`src/rtl/uart_frame_parser.sv`:
```
// uart_frame_parser
//   Delineates command frames  AA 55 CMD LEN PAYLOAD[LEN] CHK  out of the
//   UART RX byte stream and checks the 8-bit additive checksum, which covers
//   CMD, LEN and the payload bytes.
//   Good frames are latched onto the frame_* outputs with a one-cycle
//   frame_valid pulse. Aborted frames give a one-cycle frame_err pulse, and
//   err_code records the cause.
//
// Ports
//   sys_clk, sys_rst_n   clock, asynchronous active-low reset
//   pi_data, pi_flag     received byte and its one-cycle strobe
//   frame_valid          pulse: frame_cmd/len/payload were just updated
//   frame_cmd/len        CMD and LEN of the last good frame
//   frame_payload        payload of the last good frame, byte i at [8i+7:8i]
//                        (bytes at or beyond LEN read 0)
//   frame_err            pulse: a frame was aborted
//   err_code             last abort cause: 1=checksum 2=LEN>MAX_LEN 3=timeout
//
// TIMEOUT_CYC (CLK_FREQ/1000*TIMEOUT_MS) must be at least 2.
module uart_frame_parser #(
    parameter int CLK_FREQ   = 27_000_000,
    parameter int TIMEOUT_MS = 5,
    parameter int MAX_LEN    = 8
) (
    input  logic                 sys_clk,
    input  logic                 sys_rst_n,
    input  logic [7:0]           pi_data,
    input  logic                 pi_flag,
    output logic                 frame_valid,
    output logic [7:0]           frame_cmd,
    output logic [3:0]           frame_len,
    output logic [8*MAX_LEN-1:0] frame_payload,
    output logic                 frame_err,
    output logic [1:0]           err_code
);

    localparam logic [31:0] TIMEOUT_CYC = 32'(CLK_FREQ / 1000 * TIMEOUT_MS);
    // The counter is compared one step early. The abort is therefore
    // registered on the same edge at which the count would reach
    // TIMEOUT_CYC-1.
    localparam logic [31:0] TO_TERM     = TIMEOUT_CYC - 32'd2;
    localparam logic [7:0]  MAX_LEN_B   = 8'(MAX_LEN);

    typedef enum logic [2:0] {
        S_IDLE, S_HDR2, S_CMD, S_LEN, S_DATA, S_CHK
    } state_t;

    state_t                    state_q, state_d;
    logic [7:0]                cmd_q, cmd_d;
    logic [3:0]                len_q, len_d;
    logic [3:0]                idx_q, idx_d;
    logic [7:0]                sum_q, sum_d;
    logic [MAX_LEN-1:0][7:0]   pay_q, pay_d;
    logic [31:0]               cnt_q, cnt_d;
    logic                      valid_q, valid_d;
    logic                      err_q, err_d;
    logic [1:0]                code_q, code_d;
    logic [7:0]                fcmd_q, fcmd_d;
    logic [3:0]                flen_q, flen_d;
    logic [MAX_LEN-1:0][7:0]   fpay_q, fpay_d;
    logic                      tmo;

    always_ff @(posedge sys_clk or negedge sys_rst_n) begin
        if (!sys_rst_n) begin
            state_q <= S_IDLE;
            cmd_q   <= '0;
            len_q   <= '0;
            idx_q   <= '0;
            sum_q   <= '0;
            pay_q   <= '0;
            cnt_q   <= '0;
            valid_q <= 1'b0;
            err_q   <= 1'b0;
            code_q  <= '0;
            fcmd_q  <= '0;
            flen_q  <= '0;
            fpay_q  <= '0;
        end else begin
            state_q <= state_d;
            cmd_q   <= cmd_d;
            len_q   <= len_d;
            idx_q   <= idx_d;
            sum_q   <= sum_d;
            pay_q   <= pay_d;
            cnt_q   <= cnt_d;
            valid_q <= valid_d;
            err_q   <= err_d;
            code_q  <= code_d;
            fcmd_q  <= fcmd_d;
            flen_q  <= flen_d;
            fpay_q  <= fpay_d;
        end
    end

    // A byte arriving on the terminal-count cycle takes priority, so tmo
    // is qualified with !pi_flag.
    assign tmo = (state_q != S_IDLE) && !pi_flag && (cnt_q == TO_TERM);

    always_comb begin
        state_d = state_q;
        cmd_d   = cmd_q;
        len_d   = len_q;
        idx_d   = idx_q;
        sum_d   = sum_q;
        pay_d   = pay_q;
        valid_d = 1'b0;
        err_d   = 1'b0;
        code_d  = code_q;
        fcmd_d  = fcmd_q;
        flen_d  = flen_q;
        fpay_d  = fpay_q;

        if (state_q == S_IDLE || pi_flag) cnt_d = '0;
        else                              cnt_d = cnt_q + 32'd1;

        if (tmo) begin
            state_d = S_IDLE;
            err_d   = 1'b1;
            code_d  = 2'd3;
            cnt_d   = '0;
        end else if (pi_flag) begin
            case (state_q)
                S_IDLE: if (pi_data == 8'hAA) state_d = S_HDR2;
                S_HDR2: begin
                    // A repeated AA may be the true start, so stay in HDR2
                    if (pi_data == 8'h55)      state_d = S_CMD;
                    else if (pi_data != 8'hAA) state_d = S_IDLE;
                end
                S_CMD: begin
                    cmd_d   = pi_data;
                    sum_d   = pi_data;
                    pay_d   = '0;
                    state_d = S_LEN;
                end
                S_LEN: begin
                    if (pi_data > MAX_LEN_B) begin
                        err_d   = 1'b1;
                        code_d  = 2'd2;
                        state_d = S_IDLE;
                    end else begin
                        len_d   = pi_data[3:0];
                        sum_d   = sum_q + pi_data;
                        idx_d   = '0;
                        state_d = (pi_data == 8'h00) ? S_CHK : S_DATA;
                    end
                end
                S_DATA: begin
                    for (int i = 0; i < MAX_LEN; i++)
                        if (idx_q == 4'(i)) pay_d[i] = pi_data;
                    sum_d = sum_q + pi_data;
                    idx_d = idx_q + 4'd1;
                    if (idx_q == len_q - 4'd1) state_d = S_CHK;
                end
                S_CHK: begin
                    if (pi_data == sum_q) begin
                        valid_d = 1'b1;
                        fcmd_d  = cmd_q;
                        flen_d  = len_q;
                        fpay_d  = pay_q;
                    end else begin
                        err_d  = 1'b1;
                        code_d = 2'd1;
                    end
                    state_d = S_IDLE;
                end
                default: state_d = S_IDLE;
            endcase
        end
    end

    assign frame_valid   = valid_q;
    assign frame_err     = err_q;
    assign err_code      = code_q;
    assign frame_cmd     = fcmd_q;
    assign frame_len     = flen_q;
    assign frame_payload = fpay_q;

endmodule

```
`config.mk`:
```
export PLATFORM = sky130hd
export DESIGN_NAME = uart_frame_parser
export DESIGN_NICKNAME = d
export VERILOG_FILES = /design/src/rtl/uart_frame_parser.sv
export SDC_FILE = /design/constraint.sdc
export NUM_CORES = 1
export LEC_CHECK = 0
export ABC_AREA = 1
export BUFFER_PORTS_ARGS = -buffer_cell sky130_fd_sc_hd__buf_2
export CELL_PAD_IN_SITES_DETAIL_PLACEMENT = 1
export CELL_PAD_IN_SITES_GLOBAL_PLACEMENT = 1
export CORE_UTILIZATION = 48
export DETAILED_ROUTE_END_ITERATION = 7
export GPL_TIMING_DRIVEN = 1
export PLACE_DENSITY = 0.94
export SLEW_MARGIN = 20
export SYNTH_ARGS = -nofsm -noshare
export SYNTH_HDL_FRONTEND = slang
export SYNTH_SLANG_ARGS = --single-unit
```
`constraint.sdc`:
```
create_clock -name sys_clk -period 2.8 [get_ports sys_clk]
set_input_delay 0.56 -clock sys_clk [delete_from_list [all_inputs] [get_ports sys_clk]]
set_output_delay 0.56 -clock sys_clk [all_outputs]
set_load 0.02 [all_outputs]
```
==> summary.txt <==
Yosys
  – Yosys Warn Count: 0
  – FF+latch count, synth: between 200 and 250
  – Asr flop ratio synth: 100%
  – Netlist Area Pre-Place: roughly 9400 um2
  – Synthesized area per cell: 8.12 um2
  – Basic-gate share of the synthesized area counting and, or, nand and nor cells: 29.9%
  – Xor and xnor area share after synthesis: under 10%
  – Adder and majority cell fraction of the synthesized area: 2.07%
  – Top cells by count, synth: 477 x sky130_fd_sc_hd__nand2_1, 203 x sky130_fd_sc_hd__dfrtp_1, 102 x sky130_fd_sc_hd__nor2_1, 82 x sky130_fd_sc_hd__inv_1, 67 x sky130_fd_sc_hd__o21ai_1
  – Share of the synthesized area in compound gates (AO/OA/AOI/OAI): under 10%
  – Most instantiated library cell after synthesis: sky130_fd_sc_hd__nand2_1
  – Number of flops mapped to enable cells by yosys: 0
  – Count of different cell masters after synthesis: 32
  – Main synth FF type: sky130_fd_sc_hd__dfrtp_1
  – Top cell type's share of synthesized area: roughly 54%
  – Largest area contributor in the synthesized netlist: sky130_fd_sc_hd__dfrtp_1
  – Portion of netlist area occupied by mux cells: 0%
  – Mapped Cells: approximately 1200
  – Combinational family with the most area after synthesis: simple AND/OR/NAND/NOR gates
  – Fraction of the yosys area taken by sequential cells: between 50% and 60%
  – Net count of the mapped netlist: 1188
  – Cell types with the largest area share after synthesis: sky130_fd_sc_hd__dfrtp_1 54%, sky130_fd_sc_hd__nand2_1 19%, sky130_fd_sc_hd__nor2_1 4.1%

Clocking
  – Clock tree root buffer cell: sky130_fd_sc_hd__clkbuf_16
  – Source-to-sink clock delay at the later pin of the worst-skew pair: between 0.5 and 0.6 ns
  – Post-CTS setup buffers: 0
  – Clock input transition at the sequential cells of the worst setup and hold paths: 0.06 ns
  – Deepest clock path buffer count: 3
  – Clock tree from TritonCTS: done
  – Resized cells post-CTS: 0
  – Clock net sink count: 203
  – Inserted Clock Buffers: 22
  – # hold bufs at CTS: 0
  – Htree depth: 1

STA
  – Setup slack of the critical path after layout: ~0.6 ns
  – Number of setup violations in the final report: 0
  – Final period utilization: 78.9%
  – Minimum hold slack: 0.0429 ns
  – Final hold viol count: 0
  – Final period demand of the worst path: between 2 and 2.5 ns
  – RSZ-0062 raised after global routing: false
  – Fmax: 453 MHz
  – Final-layout setup total negative slack: 0 ns
  – Worst slew margin: 60.6%
  – Actual slew at the worst max-slew pin: 0.590 ns
  – Worst Clk Skew: 0.0128 ns
  – Final-report max-slew violation count: 0

Setup path
  – Path type of the worst setup path: flip-flop to flip-flop
  – Worst path required time: 3.25 ns
  – Maximum fanout encountered on the critical timing path: 50
  – Arrival time of data at the critical path endpoint: 2.65 ns
  – Type of element launching the critical path: flip-flop
  – Critical path endpoint category: flip-flop

GRT
  – Antenna violations before repair: 2
  – Maximum number of pins on one net before global-route repair: 70
  – Congestion Overflow GR: 0
  – Via count of the first global-routing pass: 8908
  – First-pass GRT wire length: 46.4 mm
  – Total global-route track usage: 29.5%

Power and ir drop
  – Power per Cell Area: 593 nW/um2
  – Cell leakage power: approximately 5.6 nW
  – Final total power: ~6.4 mW
  – Worst IR Drop VDD: 0.494 mV

Final layout
  – Layout Cell Area excl Fill: 10800 um2
  – Area taken by multi-input logic gates: ~3800 um2
  – Post-route non-filler standard cell count: 1525
  – Number of nets in the finished design: 1276
  – Share of cells above drive strength 1: between 10% and 20%
  – Reg area: 5080 um2
  – Number of inserted filler cells in the final layout: roughly 2400
  – Area growth from synthesis to layout: 14.2%
  – Fraction of the core area covered by cells at the end of the flow: 56.9%

Placed design
  – Total cell area at the placement stage: 10100 um2
  – Port Buf Inserts: 90
  – Place WS: 0.342 ns
  – Number of instances in the placed design: 1486
  – Placer congestion estimate: 0.992
  – Post-detail-place hpwl: around 19 mm

Die
  – Number of cell rows: 50
  – Core area: about 19000 um2
  – Height of the die: 142 um
  – Initial cell density of the core: around half
  – Width of the die: 142 um
  – Die area: 20200 um2
  – Number of placed I/O pins: approximately 90

Drt
  – DRC violation count after routing: 0
  – Remaining antenna violation count after routing: 0
  – Vias per cell: 5.50
  – Average routed wire per standard cell: 18.8 um
  – WL final: 28.7 mm
  – Total iterations of the first detailed-routing run: 5
  – Via total after detailed routing: 8391
  – Initial detailed-routing violation count: a little under 500

Run status
  – Run status: complete, no violations

Run
  – Max-Cap Viols: 0

Hold path
  – Kind of path behind the tightest hold check: input pin to asynchronous set/reset pin
logic make-up (layout without fill, tap and decap cells):
logic type	after synthesis	in the layout
flops	203	203
simple gates	687	687
fa+ha+maj	15	15
other cells	0	2
compound gates	110	110
xor+xnor	23	23
buf+inv	124	225
flip-flops by register name, summed over array words and instances, names as in the netlist, 2 cells and up:
name / cells
frame_payload: 64
pay_q: 64
cnt_q: 32
cmd_q: 8
frame_cmd: 8
sum_q: 8
frame_len: 4
idx_q: 4
len_q: 4
state_q: 3
err_code: 2
per-layer routing:
layer / track usage [%] / routed length, um
met2: 52.4 / 14800
met3: 4.51 / 1270
met1: 35.1 / 11300
met4: 13.3 / 1240
met5: 0 / 0
final cells by class:
class	count	share of cell area, %
diodes	2	0.0464
clock buffers	29	5.54
clock inverters	8	0.987
inverters	90	3.13
multi-input cells	835	35.1
flip-flops and latches	203	47.1
well taps	260	3.02
repair buffers	98	5.05
critical path, cell delays in order, from the launching register on:
cell	delay (ns)
sky130_fd_sc_hd__dfrtp_1	0.40
sky130_fd_sc_hd__ha_1	0.41
sky130_fd_sc_hd__nor2_1	0.07
sky130_fd_sc_hd__nand2_1	0.08
sky130_fd_sc_hd__nor2_1	0.05
sky130_fd_sc_hd__nand2_1	0.06
sky130_fd_sc_hd__inv_1	0.04
sky130_fd_sc_hd__nand2_1	0.13
sky130_fd_sc_hd__inv_2	0.06
sky130_fd_sc_hd__nand2_4	0.06
sky130_fd_sc_hd__buf_4	0.44
sky130_fd_sc_hd__nand2_1	0.18
sky130_fd_sc_hd__nand2_1	0.13
worst paths after layout:
| check | startpoint | to | slack [ns] | depth (start not counted) |
|---|---|---|---|---|
| setup / recovery | sum_q[2] | frame_cmd[3] | 0.59 | 12 |
| hold / removal | sys_rst_n | pay_q[22] | 0.04 | 1 |
| setup reg to reg | sum_q[2] | frame_cmd[3] | 0.59 | 12 |
| hold reg to reg | frame_payload[36] | frame_payload[36] | 0.47 | 2 |
| max in group asynchronous | sys_rst_n | sum_q[6] | 1.93 | 2 |
| min in group sys_clk | pi_data[4] | cmd_q[4] | 0.41 | 3 |
report_power, final:
group	internal (mW)	switching (mW)
logic	0.138	0.347
clock network	1.68	1.17
registers	2.99	0.0600
cells in the final DEF (no fill, tap or decap), drive strengths merged:
cell type,count
xor2,15
nand4,22
dfrtp,203
buf,97
a21oi,10
nand3,46
a21o,2
fa,1
ha,14
nor3,16
or2,2
diode,2
clkinv,5
nand2,491
clkbuf,30
o211ai,1
inv,89
clkinvlp,2
nand3b,1
nor3b,1
xnor2,8
o21ai,97
nor2,108
bufinv,2
(Power assumes the default switching activity.)
